### config.mk
export PLATFORM = sky130hd
export DESIGN_NAME = matmul_operand_loader
export DESIGN_NICKNAME = d
export VERILOG_FILES = /design/src/rtl/matmul_operand_loader.sv
export SDC_FILE = /design/constraint.sdc
export NUM_CORES = 1
export LEC_CHECK = 0
export ABC_AREA = 1
export CAP_MARGIN = 30
export CORE_MARGIN = 1
export CORE_UTILIZATION = 45
export DETAILED_ROUTE_END_ITERATION = 8
export GPL_ROUTABILITY_DRIVEN = 0
export PLACE_DENSITY = 0.86
export SYNTH_ARGS = -nofsm -noshare
export SYNTH_HDL_FRONTEND = slang
export SYNTH_SLANG_ARGS = --single-unit
export TNS_END_PERCENT = 50
### constraint.sdc
create_clock -name clk -period 1.8 [get_ports clk]
set_input_delay 0.36 -clock clk [delete_from_list [all_inputs] [get_ports clk]]
set_output_delay 0.36 -clock clk [all_outputs]
set_load 0.02 [all_outputs]
### src/rtl/matmul_operand_loader.sv
// Operand loader for the matrix-multiply core.
// Takes operand bytes over a valid/ready handshake and presents them to the core one
// element at a time on input_val/sel_in. Each element is held for HOLD_CYCLES cycles.
// After N_ELEM elements it strobes execute for EXEC_CYCLES cycles, then pulses done.
//
// state   | meaning
// WAIT    | ready for the next operand byte (in_ready high)
// HOLD    | current element held stable on input_val/sel_in
// EXEC    | all elements loaded, execute strobe high
// DONE    | one-cycle completion pulse, job state cleared on exit
module matmul_operand_loader #(
    parameter int DATA_W      = 8,
    parameter int N_ELEM      = 8,
    parameter int SEL_W       = 3,
    parameter int HOLD_CYCLES = 2,
    parameter int EXEC_CYCLES = 1
) (
    input  logic              clk,
    input  logic              reset,
    input  logic              abort,
    input  logic              in_valid,
    input  logic [DATA_W-1:0] in_data,
    output logic              in_ready,
    output logic [DATA_W-1:0] input_val,
    output logic [SEL_W-1:0]  sel_in,
    output logic              execute,
    output logic              busy,
    output logic              done,
    output logic [SEL_W:0]    elem_count
);

    // One shared down-counter times both the hold and the execute phases.
    localparam int CNT_MAX = (HOLD_CYCLES > EXEC_CYCLES) ? HOLD_CYCLES : EXEC_CYCLES;
    localparam int CNT_W   = (CNT_MAX > 1) ? $clog2(CNT_MAX) : 1;

    typedef enum logic [1:0] {
        ST_WAIT = 2'd0,
        ST_HOLD = 2'd1,
        ST_EXEC = 2'd2,
        ST_DONE = 2'd3
    } state_t;

    state_t           state;
    state_t           state_nxt;
    logic [CNT_W-1:0] cnt;
    logic [SEL_W-1:0] idx;
    logic             xfer;
    logic             cnt_zero;
    logic             last_elem;

    // Ready depends only on state; it is held low while reset is asserted.
    assign in_ready  = (state == ST_WAIT) && !reset;
    assign xfer      = in_valid && in_ready;
    assign cnt_zero  = (cnt == '0);
    assign last_elem = (idx == SEL_W'(N_ELEM - 1));

    // State register.
    always_ff @(posedge clk) begin
        if (reset) begin
            state <= ST_WAIT;
        end else begin
            state <= state_nxt;
        end
    end

    // Next-state and strobe decode; abort overrides every transition.
    always_comb begin
        state_nxt = state;
        execute   = 1'b0;
        done      = 1'b0;
        case (state)
            ST_WAIT: begin
                if (xfer) begin
                    state_nxt = ST_HOLD;
                end
            end
            ST_HOLD: begin
                if (cnt_zero) begin
                    state_nxt = last_elem ? ST_EXEC : ST_WAIT;
                end
            end
            ST_EXEC: begin
                execute = 1'b1;
                if (cnt_zero) begin
                    state_nxt = ST_DONE;
                end
            end
            ST_DONE: begin
                done      = 1'b1;
                state_nxt = ST_WAIT;
            end
            default: state_nxt = ST_WAIT;
        endcase
        if (abort) begin
            state_nxt = ST_WAIT;
        end
    end

    // Datapath: operand capture, element index, phase timer and job status.
    // input_val/sel_in are only cleared by reset, never by abort or job completion.
    always_ff @(posedge clk) begin
        if (reset) begin
            cnt        <= '0;
            idx        <= '0;
            input_val  <= '0;
            sel_in     <= '0;
            elem_count <= '0;
            busy       <= 1'b0;
        end else if (abort) begin
            cnt        <= '0;
            idx        <= '0;
            elem_count <= '0;
            busy       <= 1'b0;
        end else begin
            case (state)
                ST_WAIT: begin
                    if (xfer) begin
                        input_val  <= in_data;
                        sel_in     <= idx;
                        elem_count <= {1'b0, idx} + 1'b1;
                        busy       <= 1'b1;
                        cnt        <= CNT_W'(HOLD_CYCLES - 1);
                    end
                end
                ST_HOLD: begin
                    if (cnt_zero) begin
                        if (last_elem) begin
                            cnt <= CNT_W'(EXEC_CYCLES - 1);
                        end else begin
                            idx <= idx + 1'b1;
                        end
                    end else begin
                        cnt <= cnt - 1'b1;
                    end
                end
                ST_EXEC: begin
                    if (!cnt_zero) begin
                        cnt <= cnt - 1'b1;
                    end
                end
                ST_DONE: begin
                    busy       <= 1'b0;
                    idx        <= '0;
                    elem_count <= '0;
                end
                default: begin
                    cnt <= '0;
                end
            endcase
        end
    end

endmodule
### Word-level counts from Yosys, hierarchy flattened

Cells that the tools add are included.

* output and inout bits: 19
* logic and storage cells: 49
* flip-flop bits (word level): 22

* bitwise operators: 1
* $add $sub $neg: 3
* multiplexer cells: 16
* reduce and logical (&&, ||, !) cells: 14
* equal/unequal tests: 8

Operators with widths (count)
* 3-bit AND reduction: 3
* 2-bit 2-to-1 mux: 4
* 2-bit != test, second input constant: 4
* 2-bit one-hot mux with 4 select lines: 1
* 4-bit one-hot mux with 2 select lines: 1
* 3-bit 2-to-1 mux: 2
* 3-bit one-hot mux with 2 select lines: 1
* 2-bit nonzero test: 3
* 3-bit by 1-bit adder with 4-bit output, second input constant: 1
* 2-bit equality test, second input constant: 2
* 1-bit 2-to-1 mux: 4
* 4-bit 2-to-1 mux: 1
* 1-bit one-hot mux with 2 select lines: 2
* 2-bit AND reduction: 2
* 2-bit OR reduction: 2
* 3-bit by 1-bit adder with 3-bit output, second input constant: 1
* 3-bit equality test, second input constant: 1
* 2-bit by 1-bit equality test with 1-bit output, second input constant: 1
* 1-bit logical AND: 2
* 2-bit zero test: 1
* 1-bit zero test: 1
* 1-bit NOT: 1
* 1-bit subtractor, second input constant: 1

### Depth between registers and ports, before layout

Gate-level depths: netlist of the first run.

* word-level depth: 5
* mapped depth: 9

### Worst setup path before layout of the first run

OpenSTA, ideal clock, no wires.

* path type: register to register
* start: register state[0]
* end: register input_val[0]
* arrival time: 1.312 ns
* cell stages (with the launch flop): 9
* setup slack: 0.370 ns
* period minus slack after synthesis: 1.430 ns
* setup time: 0.118 ns
* cell sequence: dfxtp_1 > inv_1 > ha_1 > inv_1 > nor2_4 > nand2_4 > buf_2 > nor3_1 > nor2_1

* cells in the longest elaborated chain, start to end: 4

Ends and longest elaborated chain
* start: declaration: line 43 `state_t state;`
* start signal: assignment: line 62 `state <= state_nxt;`
* 2-bit zero test: line 52 `assign in_ready = (state == ST_WAIT) && !reset;`
* 1-bit logical AND: line 52
* via in_ready: line 23 `output logic in_ready,`
* 1-bit logical AND: line 53 `assign xfer = in_valid && in_ready;`
* 3-bit AND reduction (no line)
* end signal: assignment: line 118 `input_val <= in_data;`
* end: declaration: line 24 `output logic [DATA_W-1:0] input_val,`

The timed path passes the listed nets, and every way through them passes these cells.
A chain may end at the register's enable or synchronous reset.

### Worst setup path after layout of the first run

* start: register state[0]
* end: output port execute

* cells in the longest elaborated chain, start to end: 2

Ends and longest elaborated chain
* 2-bit equality test: line 71 `case (state)`
* 1-bit 2-to-1 mux: line 71
* end: declaration: line 26 `output logic execute,`

No other way between the ends.

==> flow_metrics.tcl, run 1 <==
set metrics [dict create \
    ys_types 18 \
    dpl.hpwl_mm 1.67 \
    syn_nets 146 \
    r2r_cells 9 \
    synthFlopType "dfxtp_1" \
    end_kind "primary output" \
    synth_edf_count 0 \
    cp_max_fo 5 \
    cts_buffer_depth 2 \
    syn_area_um2 990 \
    crit_path_start_kind "flop" \
    grt_max_degree 20 \
    fmax_mhz 580 \
    firstDrtPassIters 4 \
    core_um2 2020 \
    routed-via-count 945 \
    vias_per_cell 5.05 \
    drive_gt1_frac 0.0875 \
    ys_warn_count 0 \
    r2r-start "state[0]" \
    crit_type "reg -> out" \
    final_util 0.681 \
    status "completed" \
    htreeDepth 1 \
    antenna_found_initial 0 \
    stdcell_count 187 \
    sequentialPowerShare 0.484 \
    port_buffers 30 \
    wl_per_cell_um 12.1 \
    dp_cells 183 \
    power_frac_clock 0.366 \
    setup_viol 0 \
    switching_share 0.244 \
    syn_inst 127 \
    drt-initial-drc-count 10 \
    path_cells "inv_1 > ha_1 > clkdlybuf4s15_1" \
    yosysSeqAreaShare 0.445 \
    hp-start "elem_count[0]" \
    ys_seq_elements 22 \
    worst_slew_pin_slew_ns 0.316 \
    routed_wl_mm 2.26 \
    root_buffer "clkbuf_4" \
    final_nets 180 \
    crit_start "state[0]" \
    dieArea_um2 2390 \
    area_growth_pct 39.1 \
    row_count 16 \
    detail-route-antenna-nets 0 \
    p_per_area_nw_per_um2 773 \
    cp_slowest_cell "dfxtp_4" \
    overflow 0 \
    numCtsBuffers 3 \
    slew_headroom 0.789 \
    layout_common_cells "clkdlybuf4s50_1 (27), dfxtp_1 (21), nand2_1 (18)" \
    die_h_um 48.9 \
    antenna_cells 0 \
    hold-worst-slack_ns 0.494 \
    grt_first_pass_wirelength_mm 3.88 \
    tritoncts "yes" \
    p_switching_uw 260 \
    post_cts_buffers 0 \
    worstPathArrival_ns 1.37 \
    track_usage 0.212 \
    avgSynthCellArea_um2 7.79 \
    cp.required_ns 1.44 \
    fp.dieW_um 48.9 \
    final_common_cell "clkdlybuf4s50_1" \
    initial_core_util 0.489 \
    async_reset_ff_frac 0 \
    power_leakage_nw 0.556 \
    hold_depth 2 \
    crit_path_max_incr_delay_ns 0.38 \
    clkSinkCount 22 \
    finalCritPeriodShare 0.959 \
    hp-class "reg -> reg" \
    fin_crit_ns 1.73 \
    intPower_uw 804 \
    drc 0 \
    cap_violations 0 \
    drv_slew 0 \
    postCtsHoldBufs 0 \
    vdd.ir_drop.worst_mv 0.482 \
    power_frac_comb 0.151 \
    grt_pass1_vias 878 \
    cts.clk_slew.worst_paths_ns 0.13 \
    io_pins 31 \
    clk_latency_ns 0.32 \
    rsz0062_at_grt "false" \
    finalHoldViolCount 0 \
    clock_skew_ns 0.00446 \
]
[registers in the layout, indices dropped and copies added (netlist names), named ones only]
name	flops
input_val	8
elem_count	4
idx	3
sel_in	3
busy	1
cnt	1
state	1
[power by group through the flow]
stage          combinational [mW]  clock [mW]  sequential (mW)
3_5_place_dp                0.161           0            0.526
6_report                    0.160       0.389            0.515
5_1_grt                     0.173       0.416            0.518
4_1_cts                     0.162       0.393            0.516
2_1_floorplan              0.0672           0            0.543
3_3_place_gp                0.159           0            0.525
[through the flow]
step | power (mW) | instance area, um2 | setup WS (ns) | setup TNS, ns
3_5_place_dp | 0.687 | 1330 | -0.129 | -0.129
3_3_place_gp | 0.684 | 1330 | -0.0974 | -0.0974
4_1_cts | 1.07 | 1380 | 0.0186 | 0
5_1_grt | 1.11 | 1380 | 0.00326 | 0
6_report | 1.06 | 1380 | 0.0744 | 0
2_1_floorplan | 0.610 | 990 | 0.370 | 0
[worst max-delay path, delay by kind of cell, from the launching register on]
family | cells | cell delay (ns)
buffers and inverters | 2 | 0.44
adder cells (fa/ha/maj) | 1 | 0.23
flip-flops | 1 | 0.38
[routing by layer]
metal	global-route usage	wire length [um]	up-vias
met5	0	0	-
met4	0.118	57	0
met3	0.0374	86	6
met2	0.373	1100	24
met1	0.241	1020	428
li1	-	-	487
[timing repair]
action | in CTS | in global routing
pin swaps | 0 | 0
resized for setup | 6 | 3
setup endpoints to repair | 3 | 2
[area by class of cell]
type	count	area, um2
clock buffer	3	22.5
clock inverter	1	30.0
fill	169	646
inverter	11	41.3
multi-input combinational	90	488
sequential	22	444
tap	27	33.8
timing repair buffer	33	317
[cell usage after synthesis (all sizes together), types with 2 or more instances]
master	count	area share
inv	11	0.042
buf	2	0.013
a21oi	9	0.046
nand2	19	0.080
nand4	4	0.025
o21ai	14	0.071
nor3	12	0.061
dfxtp	22	0.45
ha	7	0.088
clkbuf	2	0.0076
nand3	6	0.030
nor2	18	0.086
[path summary, 6_finish.rpt]
kind	end	slack, ns
setup reg to reg	sel_in[1]	0.20
hold / removal	elem_count[0]	0.49
setup / recovery	execute	0.07
hold reg to reg	elem_count[0]	0.49
[logic make-up after synthesis]
kind of cell / share of synthesized area
AO/OA/AOI/OAI: 0.116
AND/OR/NAND/NOR: 0.288
buffers and inverters: 0.0619
adder cells (fa/ha/maj): 0.0885
flip-flops: 0.445
Note: power is estimated with default switching activity, not from simulation.
==> run 2, diff against run 1 <==
--- a/config.mk
+++ b/config.mk
@@ -9,6 +9,7 @@
 export CAP_MARGIN = 30
 export CORE_MARGIN = 1
 export CORE_UTILIZATION = 45
+export CTS_CLUSTER_DIAMETER = 80
 export DETAILED_ROUTE_END_ITERATION = 8
 export GPL_ROUTABILITY_DRIVEN = 0
 export PLACE_DENSITY = 0.86
==> results of run 2 <==
Final layout, timing and power as in run 1 (identical DEF).
